**config.mk**
```make
export PLATFORM = sky130hd
export DESIGN_NAME = fpmul_share_ctrl_flat
export DESIGN_NICKNAME = d
export VERILOG_FILES = /design/src/rtl/fpmul_share_ctrl_if.sv /design/src/rtl/fpmul_share_ctrl.sv /design/src/flat_wrapper.sv
export SDC_FILE = /design/constraint.sdc
export NUM_CORES = 1
export LEC_CHECK = 0
export ABC_AREA = 1
export ABC_CLOCK_PERIOD_IN_PS = 2550
export CAP_MARGIN = 10
export CORE_MARGIN = 4
export CORE_UTILIZATION = 43
export CTS_CLUSTER_DIAMETER = 60
export DETAILED_ROUTE_END_ITERATION = 12
export GPL_TIMING_DRIVEN = 0
export PLACE_DENSITY = 0.79
export SLEW_MARGIN = 20
export SYNTH_ARGS = -nofsm -noshare
export SYNTH_HDL_FRONTEND = slang
export SYNTH_SLANG_ARGS = --single-unit
```
**constraint.sdc**
```tcl
create_clock -name clk -period 2.55 [get_ports clk]
set_input_delay 0.3825 -clock clk [delete_from_list [all_inputs] [get_ports clk]]
set_output_delay 0.3825 -clock clk [all_outputs]
set_load 0.05 [all_outputs]
```
**src/rtl/fpmul_share_ctrl_if.sv**
```systemverilog
// Requester, multiplier and response signals of the shared FP multiplier controller.
interface fpmul_share_ctrl_if #(
  parameter int unsigned NUM_REQ = 4,
  parameter int unsigned ID_W    = $clog2(NUM_REQ)
);
  logic [NUM_REQ-1:0]    req_valid;
  logic [NUM_REQ-1:0]    req_ready;
  logic [32*NUM_REQ-1:0] req_a;
  logic [32*NUM_REQ-1:0] req_b;
  logic [31:0]           mul_a;
  logic [31:0]           mul_b;
  logic [31:0]           mul_result;
  logic                  rsp_valid;
  logic                  rsp_ready;
  logic [31:0]           rsp_result;
  logic [ID_W-1:0]       rsp_id;
  logic                  busy;

  modport master (
    output req_valid, req_a, req_b, mul_result, rsp_ready,
    input  req_ready, mul_a, mul_b, rsp_valid, rsp_result, rsp_id, busy
  );

  modport slave (
    input  req_valid, req_a, req_b, mul_result, rsp_ready,
    output req_ready, mul_a, mul_b, rsp_valid, rsp_result, rsp_id, busy
  );
endinterface

```
**src/rtl/fpmul_share_ctrl.sv**
```systemverilog
// Round-robin sharing of one fixed-latency FP multiplier with a credit-guarded result FIFO.
// Optional FPMUL_SHARE_CTRL_STATS_EN adds saturating op_count / stall_count outputs.
module fpmul_share_ctrl #(
  parameter int unsigned NUM_REQ     = 4,
  parameter int unsigned MUL_LATENCY = 1,
  parameter int unsigned OUT_DEPTH   = 4,
  parameter int unsigned ID_W        = $clog2(NUM_REQ)
) (
  input  logic        clk,
  input  logic        reset,
`ifdef FPMUL_SHARE_CTRL_STATS_EN
  output logic [15:0] op_count,
  output logic [15:0] stall_count,
`endif
  fpmul_share_ctrl_if.slave ctrl_if
);

  localparam int unsigned CNT_W = $clog2(OUT_DEPTH + 1);
  localparam int unsigned SUM_W = CNT_W + 1;
  localparam int unsigned PTR_W = $clog2(OUT_DEPTH);

  logic [ID_W-1:0]  r_last_grant;
  logic [CNT_W-1:0] r_inflight;
  logic [CNT_W-1:0] r_fifo_count;
  logic [PTR_W-1:0] r_wr_ptr;
  logic [PTR_W-1:0] r_rd_ptr;
  logic [MUL_LATENCY-1:0] r_tag_vld;
  logic [ID_W-1:0]  r_tag_id [MUL_LATENCY];
  logic [31:0]      r_mem_res [OUT_DEPTH];
  logic [ID_W-1:0]  r_mem_id [OUT_DEPTH];
  logic             r_rsp_valid;
  logic [31:0]      r_rsp_result;
  logic [ID_W-1:0]  r_rsp_id;
  logic             r_busy;

  logic [ID_W-1:0]  w_scan;
  logic [ID_W-1:0]  w_grant;
  logic             w_found;
  logic             w_can_issue;
  logic             w_issue;
  logic             w_cpl;
  logic [ID_W-1:0]  w_cpl_id;
  logic             w_pop;
  logic [CNT_W-1:0] w_inflight_nxt;
  logic [CNT_W-1:0] w_count_nxt;
  logic [CNT_W-1:0] w_left;
  logic [PTR_W-1:0] w_rd_nxt;
  logic [PTR_W-1:0] w_wr_nxt;
  logic [31:0]      w_head_res;
  logic [ID_W-1:0]  w_head_id;

  function automatic logic [PTR_W-1:0] ptr_inc(input logic [PTR_W-1:0] p);
    return (p == PTR_W'(OUT_DEPTH - 1)) ? '0 : p + PTR_W'(1);
  endfunction

  // Round-robin scan starting just after the last granted requester
  always_comb begin
    w_found = 1'b0;
    w_grant = r_last_grant;
    w_scan  = r_last_grant;
    for (int unsigned k = 1; k <= NUM_REQ; k++) begin
      w_scan = ID_W'((32'(r_last_grant) + k) % NUM_REQ);
      if (!w_found && ctrl_if.req_valid[w_scan]) begin
        w_found = 1'b1;
        w_grant = w_scan;
      end
    end
  end

  // Credit: every in-flight op must already own a FIFO slot
  assign w_can_issue = (SUM_W'(r_inflight) + SUM_W'(r_fifo_count)) < SUM_W'(OUT_DEPTH);
  assign w_issue     = w_found && w_can_issue && !reset;
  assign w_cpl       = r_tag_vld[MUL_LATENCY-1];
  assign w_cpl_id    = r_tag_id[MUL_LATENCY-1];
  assign w_pop       = r_rsp_valid && ctrl_if.rsp_ready;

  assign ctrl_if.req_ready = w_issue ? (NUM_REQ'(1) << w_grant) : '0;
  assign ctrl_if.mul_a     = w_issue ? ctrl_if.req_a[{w_grant, 5'd0} +: 32] : '0;
  assign ctrl_if.mul_b     = w_issue ? ctrl_if.req_b[{w_grant, 5'd0} +: 32] : '0;

  always_comb begin
    w_inflight_nxt = r_inflight;
    w_count_nxt    = r_fifo_count;
    w_left         = r_fifo_count - CNT_W'(w_pop);
    w_rd_nxt       = w_pop ? ptr_inc(r_rd_ptr) : r_rd_ptr;
    w_wr_nxt       = w_cpl ? ptr_inc(r_wr_ptr) : r_wr_ptr;
    w_head_res     = '0;
    w_head_id      = '0;
    if (w_issue && !w_cpl) begin
      w_inflight_nxt = r_inflight + CNT_W'(1);
    end else if (!w_issue && w_cpl) begin
      w_inflight_nxt = r_inflight - CNT_W'(1);
    end
    if (w_cpl && !w_pop) begin
      w_count_nxt = r_fifo_count + CNT_W'(1);
    end else if (!w_cpl && w_pop) begin
      w_count_nxt = r_fifo_count - CNT_W'(1);
    end
    // Next head is either an already stored entry or the result being written now
    if (w_left != '0) begin
      w_head_res = r_mem_res[w_rd_nxt];
      w_head_id  = r_mem_id[w_rd_nxt];
    end else if (w_cpl) begin
      w_head_res = ctrl_if.mul_result;
      w_head_id  = w_cpl_id;
    end
  end

  always_ff @(posedge clk) begin
    if (reset) begin
      r_last_grant <= ID_W'(NUM_REQ - 1);
      r_inflight   <= '0;
      r_fifo_count <= '0;
      r_wr_ptr     <= '0;
      r_rd_ptr     <= '0;
      r_tag_vld    <= '0;
      r_rsp_valid  <= 1'b0;
      r_rsp_result <= '0;
      r_rsp_id     <= '0;
      r_busy       <= 1'b0;
    end else begin
      if (w_issue) begin
        r_last_grant <= w_grant;
      end
      r_tag_vld[0] <= w_issue;
      for (int i = 1; i < int'(MUL_LATENCY); i++) begin
        r_tag_vld[i] <= r_tag_vld[i-1];
      end
      r_inflight   <= w_inflight_nxt;
      r_fifo_count <= w_count_nxt;
      r_wr_ptr     <= w_wr_nxt;
      r_rd_ptr     <= w_rd_nxt;
      r_rsp_valid  <= (w_count_nxt != '0);
      r_rsp_result <= w_head_res;
      r_rsp_id     <= w_head_id;
      r_busy       <= (w_inflight_nxt != '0) || (w_count_nxt != '0);
    end
  end

  // Payload storage needs no reset: validity is carried by the control state
  always_ff @(posedge clk) begin
    r_tag_id[0] <= w_grant;
    for (int i = 1; i < int'(MUL_LATENCY); i++) begin
      r_tag_id[i] <= r_tag_id[i-1];
    end
    if (w_cpl) begin
      r_mem_res[r_wr_ptr] <= ctrl_if.mul_result;
      r_mem_id[r_wr_ptr]  <= w_cpl_id;
    end
  end

  assign ctrl_if.rsp_valid  = r_rsp_valid;
  assign ctrl_if.rsp_result = r_rsp_result;
  assign ctrl_if.rsp_id     = r_rsp_id;
  assign ctrl_if.busy       = r_busy;

`ifdef FPMUL_SHARE_CTRL_STATS_EN
  logic [15:0] r_op_count;
  logic [15:0] r_stall_count;

  always_ff @(posedge clk) begin
    if (reset) begin
      r_op_count    <= '0;
      r_stall_count <= '0;
    end else begin
      if (w_pop && (r_op_count != 16'hFFFF)) begin
        r_op_count <= r_op_count + 16'd1;
      end
      if ((|ctrl_if.req_valid) && !w_can_issue && (r_stall_count != 16'hFFFF)) begin
        r_stall_count <= r_stall_count + 16'd1;
      end
    end
  end

  assign op_count    = r_op_count;
  assign stall_count = r_stall_count;
`endif

endmodule

```
**src/flat_wrapper.sv**
```systemverilog
// flat-port wrapper written by rule: the top's interface ports become plain ports
module fpmul_share_ctrl_flat 
#(
  parameter int unsigned NUM_REQ     = 4,
  parameter int unsigned MUL_LATENCY = 1,
  parameter int unsigned OUT_DEPTH   = 4,
  parameter int unsigned ID_W        = $clog2(NUM_REQ)
)
  (clk, reset, ctrl_if_req_valid, ctrl_if_req_a, ctrl_if_req_b, ctrl_if_mul_result, ctrl_if_rsp_ready, ctrl_if_req_ready, ctrl_if_mul_a, ctrl_if_mul_b, ctrl_if_rsp_valid, ctrl_if_rsp_result, ctrl_if_rsp_id, ctrl_if_busy);
  fpmul_share_ctrl_if #(.NUM_REQ(NUM_REQ), .ID_W(ID_W)) ctrl_if_i ();
  input  logic clk;
  input  logic reset;
  input wire logic [$bits(ctrl_if_i.req_valid)-1:0] ctrl_if_req_valid;
  input wire logic [$bits(ctrl_if_i.req_a)-1:0] ctrl_if_req_a;
  input wire logic [$bits(ctrl_if_i.req_b)-1:0] ctrl_if_req_b;
  input wire logic [$bits(ctrl_if_i.mul_result)-1:0] ctrl_if_mul_result;
  input wire logic [$bits(ctrl_if_i.rsp_ready)-1:0] ctrl_if_rsp_ready;
  output wire logic [$bits(ctrl_if_i.req_ready)-1:0] ctrl_if_req_ready;
  output wire logic [$bits(ctrl_if_i.mul_a)-1:0] ctrl_if_mul_a;
  output wire logic [$bits(ctrl_if_i.mul_b)-1:0] ctrl_if_mul_b;
  output wire logic [$bits(ctrl_if_i.rsp_valid)-1:0] ctrl_if_rsp_valid;
  output wire logic [$bits(ctrl_if_i.rsp_result)-1:0] ctrl_if_rsp_result;
  output wire logic [$bits(ctrl_if_i.rsp_id)-1:0] ctrl_if_rsp_id;
  output wire logic [$bits(ctrl_if_i.busy)-1:0] ctrl_if_busy;
  assign ctrl_if_i.req_valid = ctrl_if_req_valid;
  assign ctrl_if_i.req_a = ctrl_if_req_a;
  assign ctrl_if_i.req_b = ctrl_if_req_b;
  assign ctrl_if_i.mul_result = ctrl_if_mul_result;
  assign ctrl_if_i.rsp_ready = ctrl_if_rsp_ready;
  assign ctrl_if_req_ready = ctrl_if_i.req_ready;
  assign ctrl_if_mul_a = ctrl_if_i.mul_a;
  assign ctrl_if_mul_b = ctrl_if_i.mul_b;
  assign ctrl_if_rsp_valid = ctrl_if_i.rsp_valid;
  assign ctrl_if_rsp_result = ctrl_if_i.rsp_result;
  assign ctrl_if_rsp_id = ctrl_if_i.rsp_id;
  assign ctrl_if_busy = ctrl_if_i.busy;
  fpmul_share_ctrl #(.NUM_REQ(NUM_REQ), .MUL_LATENCY(MUL_LATENCY), .OUT_DEPTH(OUT_DEPTH), .ID_W(ID_W)) u_core (.clk(clk), .reset(reset), .ctrl_if(ctrl_if_i));
endmodule
```
# Word level (Yosys, flattened, before mapping)
# Memories as Yosys holds them, arrays and structs flattened.
# Index checks and enable logic that the tools add are counted.
# Widths: inputs -> output; s select.
[classes] n_addsub=12 n_lt_le_gt_ge=5 n_eq_ne=2 n_shift=3 n_mux=32 n_reduce_logical=21
[op_table] operator="$shiftx 128x8->32" n=2
[op_table] operator="$mux 32" n=4
[op_table] operator="$mux 2" n=9
[op_table] operator="$lt 2x3->1 const B" n=4
[op_table] operator="$mux 3" n=4
[op_table] operator="$logic_and 1x1->1" n=10
[op_table] operator="$mux 1" n=10
[op_table] operator="$reduce_bool 3->1" n=3
[op_table] operator="$add 2x1->2 const B" n=4
[op_table] operator="$bmux 1 s2" n=4
[op_table] operator="$logic_not 1->1" n=7
[op_table] operator="$add 3x1->3 const B" n=2
[op_table] operator="$sub 3x1->3 const B" n=2
[op_table] operator="$add 2x2->2 const B" n=2
[op_table] operator="$add 3x3->4" n=1
[op_table] operator="$eq 2x2->1 const B" n=2
[op_table] operator="$lt 4x3->1 const B" n=1
[op_table] operator="$mux 4" n=1
[op_table] operator="$shl 1x2->4 const A" n=1
[op_table] operator="$sub 3x1->3" n=1
[op_table] operator="$logic_or 1x1->1" n=1
[word_totals] register_bits=49 ram_bits=138 in_bits=295 output_inout_bits=104 elab_cells=88 n_memories=3
[memory_table] name="u_core.r_mem_res" depth=4 word_bits=32 read_ports=1 rd_ports_with_merged_regs=0 wr=1 line_no="fpmul_share_ctrl.sv:29" source="logic [31:0] r_mem_res [OUT_DEPTH];"
[memory_table] name="u_core.r_mem_id" depth=4 word_bits=2 read_ports=1 rd_ports_with_merged_regs=0 wr=1 line_no="fpmul_share_ctrl.sv:30" source="logic [ID_W-1:0] r_mem_id [OUT_DEPTH];"
[memory_table] name="u_core.r_tag_id" depth=1 word_bits=2 read_ports=1 rd_ports_with_merged_regs=0 wr=1 line_no="fpmul_share_ctrl.sv:28" source="logic [ID_W-1:0] r_tag_id [MUL_LATENCY];"

# Logic depth before layout (Yosys ltp)
[depth] ltp_word=21 depth_mapped=19 depth_no_buf=16

# Worst setup path after synthesis
# OpenSTA, ideal clock, no wires.
[synth_timing] path_kind="register to output" startpoint="reg u_core.r_last_grant[0]" endpoint="out ctrl_if_req_ready[0]" t_arrival_ns=2.497 slack_ns=-0.329 path_stages_with_launch=15 n_path_buf=2 cell_sequence="dfxtp_1 buf_6 inv_6 nand2_1 nand2_4 nand2_2 nand2_4 nor2_4 inv_2 nor2_4 nand2_2 nand2_4 clkinv_2 buf_2 nor3_1"
[synth_via] elab_cells_between_ends=30 classes_between="add/sub: 4; shift: 1; mux: 17; reduce/logical: 8"
[synth_rtl] element="start, declared" line_no="fpmul_share_ctrl.sv:22" source="logic [ID_W-1:0] r_last_grant;"
[synth_rtl] element="start signal, assigned" line_no="fpmul_share_ctrl.sv:111" source="r_last_grant <= ID_W'(NUM_REQ - 1);"
[synth_rtl] element="start signal, assigned" line_no="fpmul_share_ctrl.sv:123" source="r_last_grant <= w_grant;"
[synth_rtl] element="$add 2x1->2" line_no="fpmul_share_ctrl.sv:62" source="w_scan = ID_W'((32'(r_last_grant) + k) % NUM_REQ);"
[synth_rtl] element="$bmux 1 s2" line_no="fpmul_share_ctrl.sv:63" source="if (!w_found && ctrl_if.req_valid[w_scan]) begin"
[synth_rtl] element="$mux 1 (implied by the code)" line_no="fpmul_share_ctrl.sv:63"
[synth_rtl] element="$mux 1" line_no="fpmul_share_ctrl.sv:63"
[synth_rtl] element="$logic_not 1->1" line_no="fpmul_share_ctrl.sv:63"
[synth_rtl] element="$logic_and 1x1->1" line_no="fpmul_share_ctrl.sv:63"
[synth_rtl] element="$mux 1" line_no="fpmul_share_ctrl.sv:63"
[synth_rtl] element="$logic_not 1->1" line_no="fpmul_share_ctrl.sv:63"
[synth_rtl] element="$logic_and 1x1->1" line_no="fpmul_share_ctrl.sv:63"
[synth_rtl] element="$mux 1" line_no="fpmul_share_ctrl.sv:63"
[synth_rtl] element="$logic_not 1->1" line_no="fpmul_share_ctrl.sv:63"
[synth_rtl] element="$logic_and 1x1->1" line_no="fpmul_share_ctrl.sv:63"
[synth_rtl] element="$mux 2 *" line_no="fpmul_share_ctrl.sv:63"
[synth_rtl] element="named net u_core.w_grant[0]" line_no="fpmul_share_ctrl.sv:37" source="logic [ID_W-1:0] w_grant;"
[synth_rtl] element="$shl 1x2->4 *" line_no="fpmul_share_ctrl.sv:77" source="assign ctrl_if.req_ready = w_issue ? (NUM_REQ'(1) << w_grant) : '0;"
[synth_rtl] element="$mux 4 *" line_no="fpmul_share_ctrl.sv:77"
[synth_rtl] element="end, declared" line_no="flat_wrapper.sv:18" source="output wire logic [$bits(ctrl_if_i.req_ready)-1:0] ctrl_if_req_ready;"
# The timed path passes the listed nets; every way through them passes the cells marked *. The select of a mux whose other input is x is not followed.

# Worst setup path in the final report
[layout_timing] startpoint="reg u_core.r_last_grant[0]" endpoint="out ctrl_if_mul_a[28]"
[layout_via] elab_chain_cells=16 elab_cells_between_ends=30 classes_between="add/sub: 4; shift: 1; mux: 17; reduce/logical: 8"
[layout_rtl] element="branches (longest 15 deep; another with $add 2x1->2)"
[layout_rtl] element="$mux 32 *" line_no="fpmul_share_ctrl.sv:78" source="assign ctrl_if.mul_a = w_issue ? ctrl_if.req_a[{w_grant, 5'd0} +: 32] : '0;"
[layout_rtl] element="end, declared" line_no="flat_wrapper.sv:19" source="output wire logic [$bits(ctrl_if_i.mul_a)-1:0] ctrl_if_mul_a;"
# Mark *: on every way between the ends. The select of a mux whose other input is x is not followed.

==> results_dict.tcl <==
set metrics [dict create \
    start_util_pct 43.5 \
    ys_types 33 \
    grt_max_degree 27 \
    dpl.hpwl_mm 33.9 \
    placementRows 56 \
    maxSlewViolCount 0 \
    synth_cells 1322 \
    vias 11318 \
    fin_crit_ps 3070 \
    ctsHoldBuffers 0 \
    failed_checks "negative setup slack" \
    cts_tree "built" \
    clock_latency_ps 440 \
    path_clk_slew_ps 70 \
    die_y_um 162 \
    cts_buffers 17 \
    finalSetupViolCount 68 \
    syn_area_per_cell_um2 7.70 \
    ys_ff_latch 187 \
    fmax_ghz 0.326 \
    io-pin-count 399 \
    routed_wl_mm 45.4 \
    layout.nets 2060 \
    grt_use_met2_pct 57.7 \
    drt-wirelength-per-cell_um 21.7 \
    netlist_area_um2 10200 \
    antenna_found_initial 12 \
    synth_nets 1629 \
    rsz0062_at_grt "true" \
    clock_sinks 187 \
    startpoint_type "register" \
    final.period_utilization_pct 120 \
    ant_nets 0 \
    hold_path.class "reg -> reg" \
    status "finished, violations left" \
    final_core_util_pct 70.0 \
    die_area_um2 26200 \
    cp.required_ps 2170 \
    cts_max_level 4 \
    vias_per_cell 5.41 \
    finalHoldViolCount 0 \
    fin_skew_ps 13.6 \
    critPathMaxFanout 10 \
    crit_arrival_ps 2690 \
    syn_to_final_growth_pct 61.0 \
    cp-end-kind "primary output" \
    cts_buffer_depth 2 \
    grt_use_total_pct 32.9 \
    grt_pass1_wl_mm 64.8 \
    cap_violations 0 \
    dp_cells 2042 \
    grt-busiest-layer "met2" \
    grt-ovfl-total 0 \
    max-slew-margin-rel_pct 56.3 \
    drtIter0Drc 1099 \
    grt_pass1_vias 10946 \
    use_met1_pct 38.8 \
    final_cells 2092 \
    coreArea_um2 23400 \
    drc 0 \
    yosysSeqAreaShare_pct 50.2 \
    io_buffers 397 \
    tightest_slew_ps 656 \
    pre_cts_slack_ps -1530 \
    ys_warn_count 0 \
    criticalPathCategory "reg -> out" \
    routabilityCongestion 0.967 \
    timing.final.ws_setup_ps -518 \
    drt-pass1-iter-count 7 \
    drive_gt1_share_pct 20.0 \
    grt_use_met3_pct 8.98 \
    fin_setup_tns_ps -28150 \
    die_x_um 162 \
    cts_root_buf "clkbuf_16" \
]
metrics by stage:
stage,hold WS [ps],cell area (um^2)
finish,523,16400
global route,533,16400
CTS,525,16100
detailed placement,511,14800
global placement,478,14700
floorplan,460,10300
layout make-up:
type / count / area [um^2]
clock inverters: 11 / 115
fillers: 1865 / 7020
flip-flops and latches: 187 / 5110
well taps: 319 / 399
clock buffers: 21 / 514
repair buffers: 413 / 4340
inverters: 68 / 274
multi-input cells: 973 / 4830
plain buffers: 93 / 773
diodes: 7 / 17.5
per-layer routing:
metal | vias to the layer above | share of wire [%]
li1 | 5236 | -
met1 | 5302 | 36
met2 | 664 | 50
met3 | 106 | 10
met4 | 10 | 3.6
met5 | - | 0.11
placed cells by master (no fill, tap or decap), drive strengths merged, types with 2 or more instances in the layout:
cell / Yosys / routed
edfxtp: 136 / 136
nand3: 143 / 143
clkinv: 2 / 4
xor2: 3 / 3
nor2: 213 / 213
clkdlybuf4s50: 0 / 328
dfxtp: 51 / 51
inv: 66 / 74
o22ai: 34 / 34
nand4: 2 / 2
buf: 47 / 127
a21oi: 37 / 37
ha: 12 / 12
o211ai: 4 / 4
diode: 0 / 7
nor3: 2 / 2
clkbuf: 47 / 70
o21ai: 108 / 108
nand2: 409 / 409
a31oi: 2 / 2
worst paths after layout:
path	startpoint	cells after the start	endpoint	slack (ps)
min	u_core.r_tag_id[0][0]	0	u_core.r_mem_id[1][0]	520
max	u_core.r_last_grant[0]	18	ctrl_if_mul_a[28]	-520
max reg2reg	u_core.ctrl_if.rsp_valid	9	u_core.ctrl_if.rsp_result[24]	160
min reg2reg	u_core.r_tag_id[0][0]	0	u_core.r_mem_id[1][0]	520
repair_timing:
action	in CTS	in global routing
endpoints found under the setup margin	201	176
hold endpoints to repair	0	0
setup buffers	5	1
pin swaps	10	14
gates resized for setup	611	83
cloned	4	2
state kept, by name, summed over array words and instances, names as in the netlist:
name,count
u_core.r_rd_ptr,2
u_core.r_tag_id,2
u_core.r_mem_id,8
u_core.r_tag_vld,1
u_core.r_mem_res,128
u_core.r_last_grant,2
u_core.r_inflight,3
u_core.ctrl_if.rsp_id,2
u_core.ctrl_if.busy,1
u_core.ctrl_if.rsp_result,32
u_core.ctrl_if.rsp_valid,1
u_core.r_wr_ptr,2
u_core.r_fifo_count,3
cell usage after synthesis:
master    number  area [um^2]
nand2_1      402         1510
nor2_1       211          792
nand3_1      143          716
edfxtp_1     136         4080
o21ai_0      105          526
inv_1         60          225
dfxtp_1       51         1020
clkbuf_1      47          176
a21oi_1       37          185
o22ai_1       34          213
buf_2         28          140
buf_4         12         90.1
ha_1          12          150
buf_6          7         78.8
inv_2          5         18.8
nand2_2        4         25.0
o211ai_1       4         30.0
nand2_4        3         33.8
xor2_1         3         26.3
a31oi_1        2         12.5
nand4_1        2         12.5
nor2_4         2         22.5
nor3_1         2         10.0
and2_0         1         6.26
clkinv_1       1         3.75
clkinv_2       1         5.00
inv_6          1         8.76
mux2_2         1         11.3
o21ai_1        1         5.00
o21ai_2        1         8.76
o21ai_4        1         16.3
o21bai_1       1         7.51
or2_2          1         6.26
logic make-up after synthesis:
| logic type | Yosys count | share of synthesized area, % |
|---|---|---|
| AO/OA/AOI/OAI | 186 | 9.86 |
| XOR/XNOR | 3 | 0.258 |
| adder cells (fa/ha/maj) | 12 | 1.48 |
| buffers and inverters | 162 | 7.34 |
| flip-flops | 187 | 50.2 |
| multiplexers | 1 | 0.111 |
| AND/OR/NAND/NOR | 771 | 30.8 |
worst max-delay path: stages, from the launching register on:
cell     delay (ps)
dfxtp_2         340
buf_6           130
inv_8            50
nand2_2          70
nand2_4          60
nand2_4          70
nand2_4          70
nor2_4          100
inv_2            50
nor2_4          120
inv_2            70
nand3_1         110
nand2_2         110
buf_6           170
buf_6           150
nand3_1         120
nand2_2         130
nor2_2          150
buf_6           170
Power is not shown: default switching activity piles up to over one toggle a cycle in this logic, so the estimate is an artifact.
==> RTL change 1: new RTL, same flow settings <==
Take the reset off `r_rsp_result` and load it in a clocked block of its own.
--- a/src/rtl/fpmul_share_ctrl.sv
+++ b/src/rtl/fpmul_share_ctrl.sv
@@ -116,5 +116,4 @@
       r_tag_vld    <= '0;
       r_rsp_valid  <= 1'b0;
-      r_rsp_result <= '0;
       r_rsp_id     <= '0;
       r_busy       <= 1'b0;
@@ -132,8 +131,11 @@
       r_rd_ptr     <= w_rd_nxt;
       r_rsp_valid  <= (w_count_nxt != '0);
-      r_rsp_result <= w_head_res;
       r_rsp_id     <= w_head_id;
       r_busy       <= (w_inflight_nxt != '0) || (w_count_nxt != '0);
     end
+  end
+
+  always_ff @(posedge clk) begin
+    r_rsp_result <= w_head_res;
   end
 
Behaviour: differs if reset is asserted again (counterexample within 4 cycles, from zero or initial values and one cycle with reset high); with reset held inactive, the same outputs for 4 cycles.
==> RTL change 1 against the original RTL <==
- the run still ends with setup timing left
- count of clock-buffer cells in the layout shrank 3
- sequential cell count is the same
- synthesized area shrank 3.5%
- die area shrank 3.3%
- cell count shrank 7.4%
- setup slack gained 0.079 ns
- final area shrank 3.5%
- synthesized cell count shrank 9.6%
- global-route usage shrank 0.10 points
- register-to-register slack lost 0.08 ns
- routed wire length shrank 4.8%
- critical path type unchanged
- critical endpoint is now ctrl_if_mul_a[15]
- highest routed layer unchanged
Power is not shown: default switching activity piles up to over one toggle a cycle in this logic, so the estimate is an artifact.
==> RTL change 1: results (changes against the original RTL) <==
| Metric | Value |
|---|---|
| Via count | 10,600 (-6.3%) |
| Final setup viols | 68 (unchanged) |
| R2r setup slk | 0.08 ns (-0.08 ns) |
| Hold endpoint | u_core.r_mem_id[3][1] |
| Worst setup margin | -0.440 ns (+0.0785 ns) |
| Final net count | 1,938 (-5.9%) |
| Largest net degree at the start of global routing | 30 (+11%) |
| First-pass iteration count of the detailed router | 6 (-1) |
| WL met3 | 4.47 mm (-2.2%) |
| Slew HR | 0.602 (+0.0389) |
| Top cells by area, synth | edfxtp_1, nand2_1, dfxtp_1 |
| DR iter-0 viols | 1,012 (-7.9%) |
| Buffers on Ports | 398 (+0.25%) |
| Synth Net Count | 1,502 (-7.8%) |
| Hold Path Origin | u_core.r_tag_id[0][1] |
| Vias in the first global route | 10,500 (-4.1%) |
| Failing checks | setup timing |
| Share of layout cells above drive strength 1 | 0.193 (-0.00763) |
| CP delay by family, top | buffers and inverters |
| Initial antenna violation count | 9 (-3) |
| # fillers | 1,747 (-6.3%) |
| Detailed placement HPWL | 32.3 mm (-4.6%) |
| Met1 wire length | 15.7 mm (-3.6%) |
| Routed wire per std cell | 22.3 um (+2.9%) |
| Total GRT Usage | 0.328 (-0.000996) |
| Synth cell count leaders | nand2_1, a21oi_1, nand3_1 |
| First-pass GRT wire length | 63.7 mm (-1.7%) |
| Met2 wire length | 21.8 mm (-5.1%) |
| Synth unique cells | 31 (-6.1%) |
| WP data arrival | 2.61 ns (-0.08 ns) |
| Status | finished, violations left |
-- RTL change 1: cell families (layout without fill, tap and decap cells) --
family                     after synthesis  in the layout  share of synthesized area
and+or+nand+nor                        615            615                      0.261
xor gates and xnor gates                 3              3                    0.00268
DFF                                    187            187                      0.520
adders and majority gates               12             12                     0.0153
AOI/OAI and AO/OA                      251            251                      0.134
other                                    0              8                          0
buffers and inverters                  127            576                     0.0678
-- RTL change 1: area by class of cell --
| class | count | share of cell area |
|---|---|---|
| timing repair buffer | 417 | 0.276 |
| inverter | 38 | 0.0102 |
| clock buffer | 18 | 0.0271 |
| sequential | 187 | 0.323 |
| antenna | 8 | 0.00127 |
| buffer | 89 | 0.0469 |
| multi-input combinational | 881 | 0.284 |
| tap | 285 | 0.0225 |
| clock inverter | 14 | 0.00823 |
-- RTL change 1: repair_timing --
action                     in CTS  in global routing
pin swaps                      13                  3
setup buffers                   5                  3
setup endpoints to repair      95                116
resized for setup             593                 34
gates cloned                    6                  1
-- RTL change 1: metal layers --
layer,track usage,vias to the layer above
li1,-,4964
met1,0.387,4955
met2,0.571,597
met3,0.102,87
met4,0.108,2
met5,0,-
-- RTL change 1: per-stage QoR --
step	area, um^2	hold slack, ns	TNS [ns]	instances	util
5_1_grt	15800	0.530	-33.45	1937	0.701
6_report	15800	0.516	-24.97	1937	0.701
2_1_floorplan	10000	0.460	0	1195	-
3_3_place_gp	14400	0.480	-167.32	1878	0.636
3_5_place_dp	14500	0.487	-82.90	1882	0.640
4_1_cts	15600	0.511	-21.93	1925	0.693
==> RTL change 2: new RTL, same settings <==
Made on the original files. `NUM_REQ` is set to 4 in 3 places; all go to 2.
--- a/src/rtl/fpmul_share_ctrl_if.sv
+++ b/src/rtl/fpmul_share_ctrl_if.sv
@@ -1,5 +1,5 @@
 // Requester, multiplier and response signals of the shared FP multiplier controller.
 interface fpmul_share_ctrl_if #(
-  parameter int unsigned NUM_REQ = 4,
+  parameter int unsigned NUM_REQ = 2,
   parameter int unsigned ID_W    = $clog2(NUM_REQ)
 );
--- a/src/rtl/fpmul_share_ctrl.sv
+++ b/src/rtl/fpmul_share_ctrl.sv
@@ -2,5 +2,5 @@
 // Optional FPMUL_SHARE_CTRL_STATS_EN adds saturating op_count / stall_count outputs.
 module fpmul_share_ctrl #(
-  parameter int unsigned NUM_REQ     = 4,
+  parameter int unsigned NUM_REQ     = 2,
   parameter int unsigned MUL_LATENCY = 1,
   parameter int unsigned OUT_DEPTH   = 4,
--- a/src/flat_wrapper.sv
+++ b/src/flat_wrapper.sv
@@ -2,5 +2,5 @@
 module fpmul_share_ctrl_flat 
 #(
-  parameter int unsigned NUM_REQ     = 4,
+  parameter int unsigned NUM_REQ     = 2,
   parameter int unsigned MUL_LATENCY = 1,
   parameter int unsigned OUT_DEPTH   = 4,
Interface: changed (5 resized); port bits go from 399 to 266. The function was not compared with the original's and may differ.
==> RTL change 2 against the original RTL <==
- the run still ends with setup timing left
- sequential cell count down 7
- routed wire length shrank 44%
- synthesized area down 20%
- synthesized cell count down 46%
- setup slack gained 0.33 ns
- worst hold slack got worse by 0.25 ns
- non-clock buffer count fell by 173
- final area down 26%
- register-to-register slack gained 0.05 ns
- largest cell class is now sequential cells
==> RTL change 2: results (changes against the original RTL) <==
| Metric | Value |
|---|---|
| Largest net degree at the start of global routing | 34 (+26%) |
| Status | finished, violations left |
| Share of layout cells above drive strength 1 | 0.195 (-0.00574) |
| Final setup viols | 64 (-5.9%) |
| Worst slack at placement | -0.691 ns (+0.841 ns) |
| First-pass GRT wire length | 37.9 mm (-42%) |
| Top cells by area, synth | edfxtp_1, dfxtp_1, a22o_1 |
| Synth Net Count | 886 (-46%) |
| Min-Delay Path Depth | 2 (+2) |
| Routed wire per std cell | 20.2 um (-7.1%) |
| Postcts setup bufs | 6 (+1) |
| Post-synthesis xor/xnor area fraction | 0.00216 (-0.000424) |
| # fillers | 1,380 (-26%) |
| R2r setup slk | 0.21 ns (+0.05 ns) |
| Initial antenna violation count | 2 (-10) |
| Placed Cells | 1,205 (-41%) |
| Max stage delay on crit path | 0.36 ns (+0.02 ns) |
| Global-route met2 utilization | 0.369 (-0.208) |
| Reg-to-Reg End | u_core.ctrl_if.rsp_result[28] |
| Synthesized instance count | 709 (-46%) |
| Detailed placement HPWL | 17.3 mm (-49%) |
| WL met3 | 1.87 mm (-59%) |
| GRT met3 Usage | 0.0679 (-0.0219) |
| Setup TNS | -7.28 ns (+20.86 ns) |
| Pwr Total | 13.6 mW |
| Failing checks | setup timing |
| CTS resizes | 491 (-20%) |
| Min-Delay Path Class | input port to flip-flop |
| GRT met1 Usage | 0.308 (-0.0803) |
| Total GRT Usage | 0.231 (-0.0978) |
| Synth Area in Compound Gates | 0.151 (+0.0523) |
| Diodes inserted | 0 (-7) |
| Vias in the first global route | 6,608 (-40%) |
| Met2 wire length | 12.2 mm (-47%) |
| Worst setup margin | -0.187 ns (+0.332 ns) |
| Met1 wire length | 10.6 mm (-35%) |
| Synth cell count leaders | edfxtp_1, nand2_1, a21oi_1 |
| Clock Skew | 0.00704 ns (-0.00661 ns) |
| Post-synth EDFFs | 132 (-2.9%) |
| Slew HR | 0.471 (-0.0912) |
| Register area share after synthesis | 0.607 (+0.105) |
RTL change 2: worst max-delay path by stage:
stage	start	endpoint	slack, ns	cells after the start
after floorplan	u_core.r_fifo_count[2]	ctrl_if_mul_a[21]	0.15	10
after global placement	ctrl_if_req_valid[0]	ctrl_if_mul_b[3]	-0.70	9
after detailed placement	ctrl_if_req_valid[0]	ctrl_if_mul_b[5]	-0.69	9
after CTS	u_core.r_inflight[2]	ctrl_if_mul_a[20]	-0.22	13
after global routing	u_core.r_inflight[2]	ctrl_if_mul_b[8]	-0.28	13
final	u_core.r_inflight[2]	ctrl_if_mul_b[8]	-0.19	13
RTL change 2: final cells by class:
cell class / instances / area share
clock inverter: 7 / 0.00694
timing repair buffer: 281 / 0.250
multi-input combinational: 415 / 0.221
sequential: 180 / 0.408
buffer: 52 / 0.0329
inverter: 62 / 0.0193
clock buffer: 25 / 0.0385
tap: 229 / 0.0237
